## src/rtl/ikaopm_timing_gen.sv

```systemverilog
// Master timing generator: phiM -> phi1 enable pair, 32-slot operator counter,
// and a synchronized, minimum-length internal clear derived from the IC_n pin.
module ikaopm_timing_gen #(
  parameter int IC_MIN = 64
) (
  input  logic       i_EMUCLK,
  input  logic       i_RST,
  input  logic       i_PHIM_CEN_n,
  input  logic       i_IC_n,
  output logic       o_phi1,
  output logic       o_phi1_PCEN_n,
  output logic       o_phi1_NCEN_n,
  output logic [4:0] o_SLOT,
  output logic       o_SLOT31,
  output logic       o_IC_n
);

  localparam int CW = (IC_MIN > 1) ? $clog2(IC_MIN) : 1;
  localparam logic [CW-1:0] CNT_MAX = CW'(IC_MIN - 1);

  typedef enum logic {ST_RUN, ST_CLEAR} state_t;

  state_t        state, state_nxt;
  logic [CW-1:0] clr_cnt, clr_cnt_nxt;
  logic [4:0]    slot_nxt;
  logic          ic_s1, ic_s2;
  logic          pedge, nedge;

  assign pedge = ~o_phi1_PCEN_n;
  assign nedge = ~o_phi1_NCEN_n;

  // phi1 divider: each enable is emitted together with the new phi1 level
  always_ff @(posedge i_EMUCLK) begin
    if (i_RST) begin
      o_phi1        <= 1'b0;
      o_phi1_PCEN_n <= 1'b1;
      o_phi1_NCEN_n <= 1'b1;
    end else if (!i_PHIM_CEN_n) begin
      o_phi1        <= ~o_phi1;
      o_phi1_PCEN_n <= o_phi1;
      o_phi1_NCEN_n <= ~o_phi1;
    end else begin
      o_phi1_PCEN_n <= 1'b1;
      o_phi1_NCEN_n <= 1'b1;
    end
  end

  // IC_n is asynchronous; resample it only on phi1 falling edges
  always_ff @(posedge i_EMUCLK) begin
    if (i_RST) begin
      ic_s1 <= 1'b0;
      ic_s2 <= 1'b0;
    end else if (nedge) begin
      ic_s1 <= i_IC_n;
      ic_s2 <= ic_s1;
    end
  end

  always_ff @(posedge i_EMUCLK) begin
    if (i_RST) begin
      state   <= ST_CLEAR;
      clr_cnt <= '0;
      o_SLOT  <= 5'd0;
    end else begin
      state   <= state_nxt;
      clr_cnt <= clr_cnt_nxt;
      o_SLOT  <= slot_nxt;
    end
  end

  always_comb begin
    state_nxt   = state;
    clr_cnt_nxt = clr_cnt;
    slot_nxt    = o_SLOT;
    case (state)
      ST_RUN: begin
        if (!ic_s2) begin
          state_nxt   = ST_CLEAR;
          clr_cnt_nxt = '0;
          slot_nxt    = 5'd0;
        end else if (pedge) begin
          slot_nxt = o_SLOT + 5'd1;
        end
      end
      default: begin
        slot_nxt = 5'd0;
        // counter saturates, so a long IC_n low simply waits for ic_s2 to return
        if (pedge) begin
          if (clr_cnt == CNT_MAX && ic_s2) state_nxt = ST_RUN;
          else if (clr_cnt != CNT_MAX)     clr_cnt_nxt = clr_cnt + 1'b1;
        end
      end
    endcase
  end

  assign o_IC_n   = (state == ST_RUN);
  assign o_SLOT31 = &o_SLOT;

endmodule

```

## config.mk

```make
export PLATFORM = sky130hd
export DESIGN_NAME = ikaopm_timing_gen
export DESIGN_NICKNAME = d
export VERILOG_FILES = /design/src/rtl/ikaopm_timing_gen.sv
export SDC_FILE = /design/constraint.sdc
export NUM_CORES = 1
export LEC_CHECK = 0
export ABC_AREA = 1
export CAP_MARGIN = 25
export CORE_AREA = 2 2 52 54
export CTS_CLUSTER_DIAMETER = 40
export DETAILED_ROUTE_END_ITERATION = 10
export DIE_AREA = 0 0 54 56
export SYNTH_ARGS = -nofsm -noshare
export SYNTH_HDL_FRONTEND = slang
export SYNTH_SLANG_ARGS = --single-unit
```

## constraint.sdc

```tcl
create_clock -name i_EMUCLK -period 1 [get_ports i_EMUCLK]
set_input_delay 0.2 -clock i_EMUCLK [delete_from_list [all_inputs] [get_ports i_EMUCLK]]
set_output_delay 0.2 -clock i_EMUCLK [all_outputs]
set_load 0.1 [all_outputs]
```

# == After elaboration in Yosys (flattened, before gate mapping) ==
# Cells that the tools add are included.
# totals
reg_bits,17
word_cells,33
out_inout_bits,10
# op_classes
muxes,9
eq_ne,6
reduce_logical,5
n_addsub,2
bitwise,3
# op_table
operator,count
6-bit 2-to-1 mux,5
6-bit by 1-bit adder with 6-bit output (second input constant),1
6-bit equality test (second input constant),1
2-bit != test (second input constant),3
6-bit != test (second input constant),1
5-bit by 1-bit adder with 5-bit output (second input constant),1
5-bit AND reduction,1
1-bit 2-to-1 mux,4
4-bit AND reduction,1
1-bit inverter,3
3-bit OR reduction,1
2-bit by 1-bit != test with 1-bit output (second input constant),1
2-bit OR reduction,1
1-bit logical AND,1

# == Logic depth before layout (Yosys ltp) ==
# depth
depth_word,5
depth_mapped,9
depth_no_buf,9

# == Least setup slack after synthesis ==
# No wires, ideal clock.
# synth_path
path_type,register to output
startpoint,register o_SLOT[1]
endpoint,output o_SLOT31
t_arrival_ns,2.254
required_ns,0.800
stages_incl_launch_ff,5
path_slack_ns,-1.454
cell_sequence,dfxtp_1 > ha_1 > inv_1 > nor3_1 > ha_1
# synth_between
elab_chain_len,1
# synth_rtl
item,line,text
"start, declared",13,"output logic [4:0] o_SLOT,"
"start signal, assigned",67,o_SLOT <= slot_nxt;
5-bit AND reduction,97,assign o_SLOT31 = &o_SLOT;
"end, declared",14,"output logic o_SLOT31,"
# No other way between the ends.

# == Worst setup path after layout ==
# layout_path
startpoint,register o_SLOT[0]
endpoint,output o_SLOT31
# The elaborated chain is that of the path after synthesis.

==> reports/results.tsv <==
metric	value	unit
Die Span X	54	um
clock sinks	17	
Die ar.	0.00302	mm^2
Root Buffer	clkbuf_4	
diode count	0	
Leakage	0.734	nW
minimum clock period	1.51	ns
Synth cell types	18	
I/O Buffers	13	
GRT Total Usage	17.0	%
Yosys reg bits	17	
pwr/cell area	765	mW/mm^2
Storage cell area	383	um^2
failing checks	setup timing	
htree depth	1	
RSZ-0062 raised after global routing	yes	
area of the multi-input gates	588	um^2
hold-fix buffers at CTS	0	
Worst-Skew Late Latency	0.29	ns
CP max stage delay	0.38	ns
Pwr Total	1.29	mW
antenna violations before repair	0	
outcome	complete, but fails checks	
most common cell after layout, fill and taps aside	buf_4	
clk buf depth	2	
DRC viols	0	
final core occ	69.4	%
largest net degree at the start of global routing	12	
first-pass GRT wire length	3860	um
Max Cap Viol	0	
Worst path top cell family by delay	flip-flops	
Setup CP Type	reg2out	
Final ANT Viol Nets	0	
Synth Flop Type	dfxtp_1	
fillcell total	164	
detailed-route vias per instance	4.66	
final worst path period share	151	%
CP Data Required Time	0.80	ns
fin. max-slew vios	0	
Min-Delay Path Class	in2reg	
clock skew	0.00450	ns
Detailed Route Iter0 Violations	14	
row cnt	18	
Post-synth EDFFs	0	
Mapped Nets	120	
vias in the first global route	869	
yosys warns	0	
Critical Path Most Common Cell	ha_4	
Routed WL	2430	um
CP Buf/Inv Count	2	
Num CTS Buffers	3	
Worst-Margin Slew	0.247	ns
register area share after synthesis	41.9	%
hpwl dp	1380	um
Reg clk slew, reported paths	0.11	ns
CP Capture Type	primary output	
starting density of the core	33.4	%
Die H	56	um
Post-Syn Area	812	um^2
FFs w/ async S/R, synth	0	%
final setup violation count	20	
Final Hold Viols	0	
Crit Path Max Fanout	2	
Worst VDD drop	1230	uV
worst setup margin	-0.505	ns
Total Nets Final	175	
Slew headroom	83.5	%
DR vias	918	
CTS tree	built	
CP max-delay cell	dfxtp_4	
DR WL/cell	12.4	um
gpl congestion	0.794	
CP arrival	1.31	ns
area growth from synthesis to layout	108	%
most frequent cells in the layout	buf_4, nand2_1, inv_1	
grt ovf	0	
drt first pass iters	4	
CP Cell Sequence	ha_4 > inv_4 > nor3_4 > ha_4 > buf_12	
Synth Instances	113	
Sum Neg Setup Slack	-2.98	ns
pre-CTS setup slack	-0.295	ns
share of layout cells above drive strength 1	67.7	%
CP startpoint kind	flop	
Synth Area per Inst	7.19	um^2
Core ar.	0.00243	mm^2
# IOs	14	
Max Clk Rate	664	MHz
registers in the layout, summed over array words and instances, names as in the netlist:
signal,cells
o_phi1_NCEN_n,1
clr_cnt,6
ic_s1,1
o_phi1,1
ic_s2,1
o_phi1_PCEN_n,1
state,1
o_SLOT,5
layout make-up:
| cell class | instances | area share, % |
|---|---|---|
| Timing Repair Buffer | 50 | 32.5 |
| Inverter | 22 | 6.00 |
| Tap cell | 30 | 2.22 |
| Sequential cell | 17 | 22.7 |
| Clock buffer | 3 | 1.33 |
| Multi-Input combinational cell | 74 | 34.8 |
| Clock inverter | 1 | 0.445 |
power breakdown:
group	internal, mW	total, mW	leakage [nW]	switching (mW)
Clock	0.152	0.389	0.0139	0.237
Combinational	0.0865	0.215	0.575	0.128
Sequential	0.671	0.687	0.145	0.0164
Total	0.910	1.29	0.734	0.381
worst paths after layout:
path	from	to	slack, ns	cells past startpoint
hold / removal	i_RST	clr_cnt[1]	0.29	3
setup / recovery	o_SLOT[0]	o_SLOT31	-0.51	5
hold reg to reg	ic_s1	ic_s1	0.45	2
setup reg to reg	o_SLOT[0]	o_SLOT[3]	-0.22	8
cell usage after synthesis, types with 3 or more instances:
library cell / instances / share of area, %
inv_1: 16 / 7.4
nor2_1: 11 / 5.1
ha_1: 3 / 4.6
nand3_1: 7 / 4.3
inv_2: 3 / 1.4
a21oi_1: 11 / 6.8
nor3_1: 4 / 2.5
nand2_1: 21 / 9.7
clkinv_1: 3 / 1.4
o21ai_0: 4 / 2.5
dfxtp_1: 17 / 42
worst reg2reg max path: cells and delay by family (launching register included):
family | cells | cell delay, ns
flip-flops | 1 | 0.38
buffers and inverters | 4 | 0.34
AND/OR/NAND/NOR | 2 | 0.23
AO/OA/AOI/OAI | 2 | 0.20
routing by layer:
layer  GRT usage (%)  up-vias  routed length (um)
li1                -      469                   -
met1            21.2      427                1030
met2            28.9       16                1270
met3            4.30        6                  80
met4            3.21        0                  45
met5               0        -                   0
through the flow:
stage	hold WS [ns]	instance area, um^2	std cells
after floorplan	0.262	920	113
after global placement	0.429	1320	174
after detailed placement	0.431	1320	174
after CTS	0.449	1530	190
after global routing	0.291	1690	197
final	0.287	1690	197
what timing repair did:
action,CTS,global route
setup buffers,12,11
gates resized for setup,26,33
endpoints found under the setup margin,19,21
pin swaps,10,13
cells by family (layout without fill, tap and decap cells):
kind of cell,Yosys count,count (layout),synth area share [%]
AOI/OAI and AO/OA,18,18,11.6
DFF,17,17,41.9
adders and majority gates,3,3,4.62
buffers and inverters,22,76,10.2
and+or+nand+nor,53,53,31.7
Note: power is estimated with default switching activity, not from simulation.
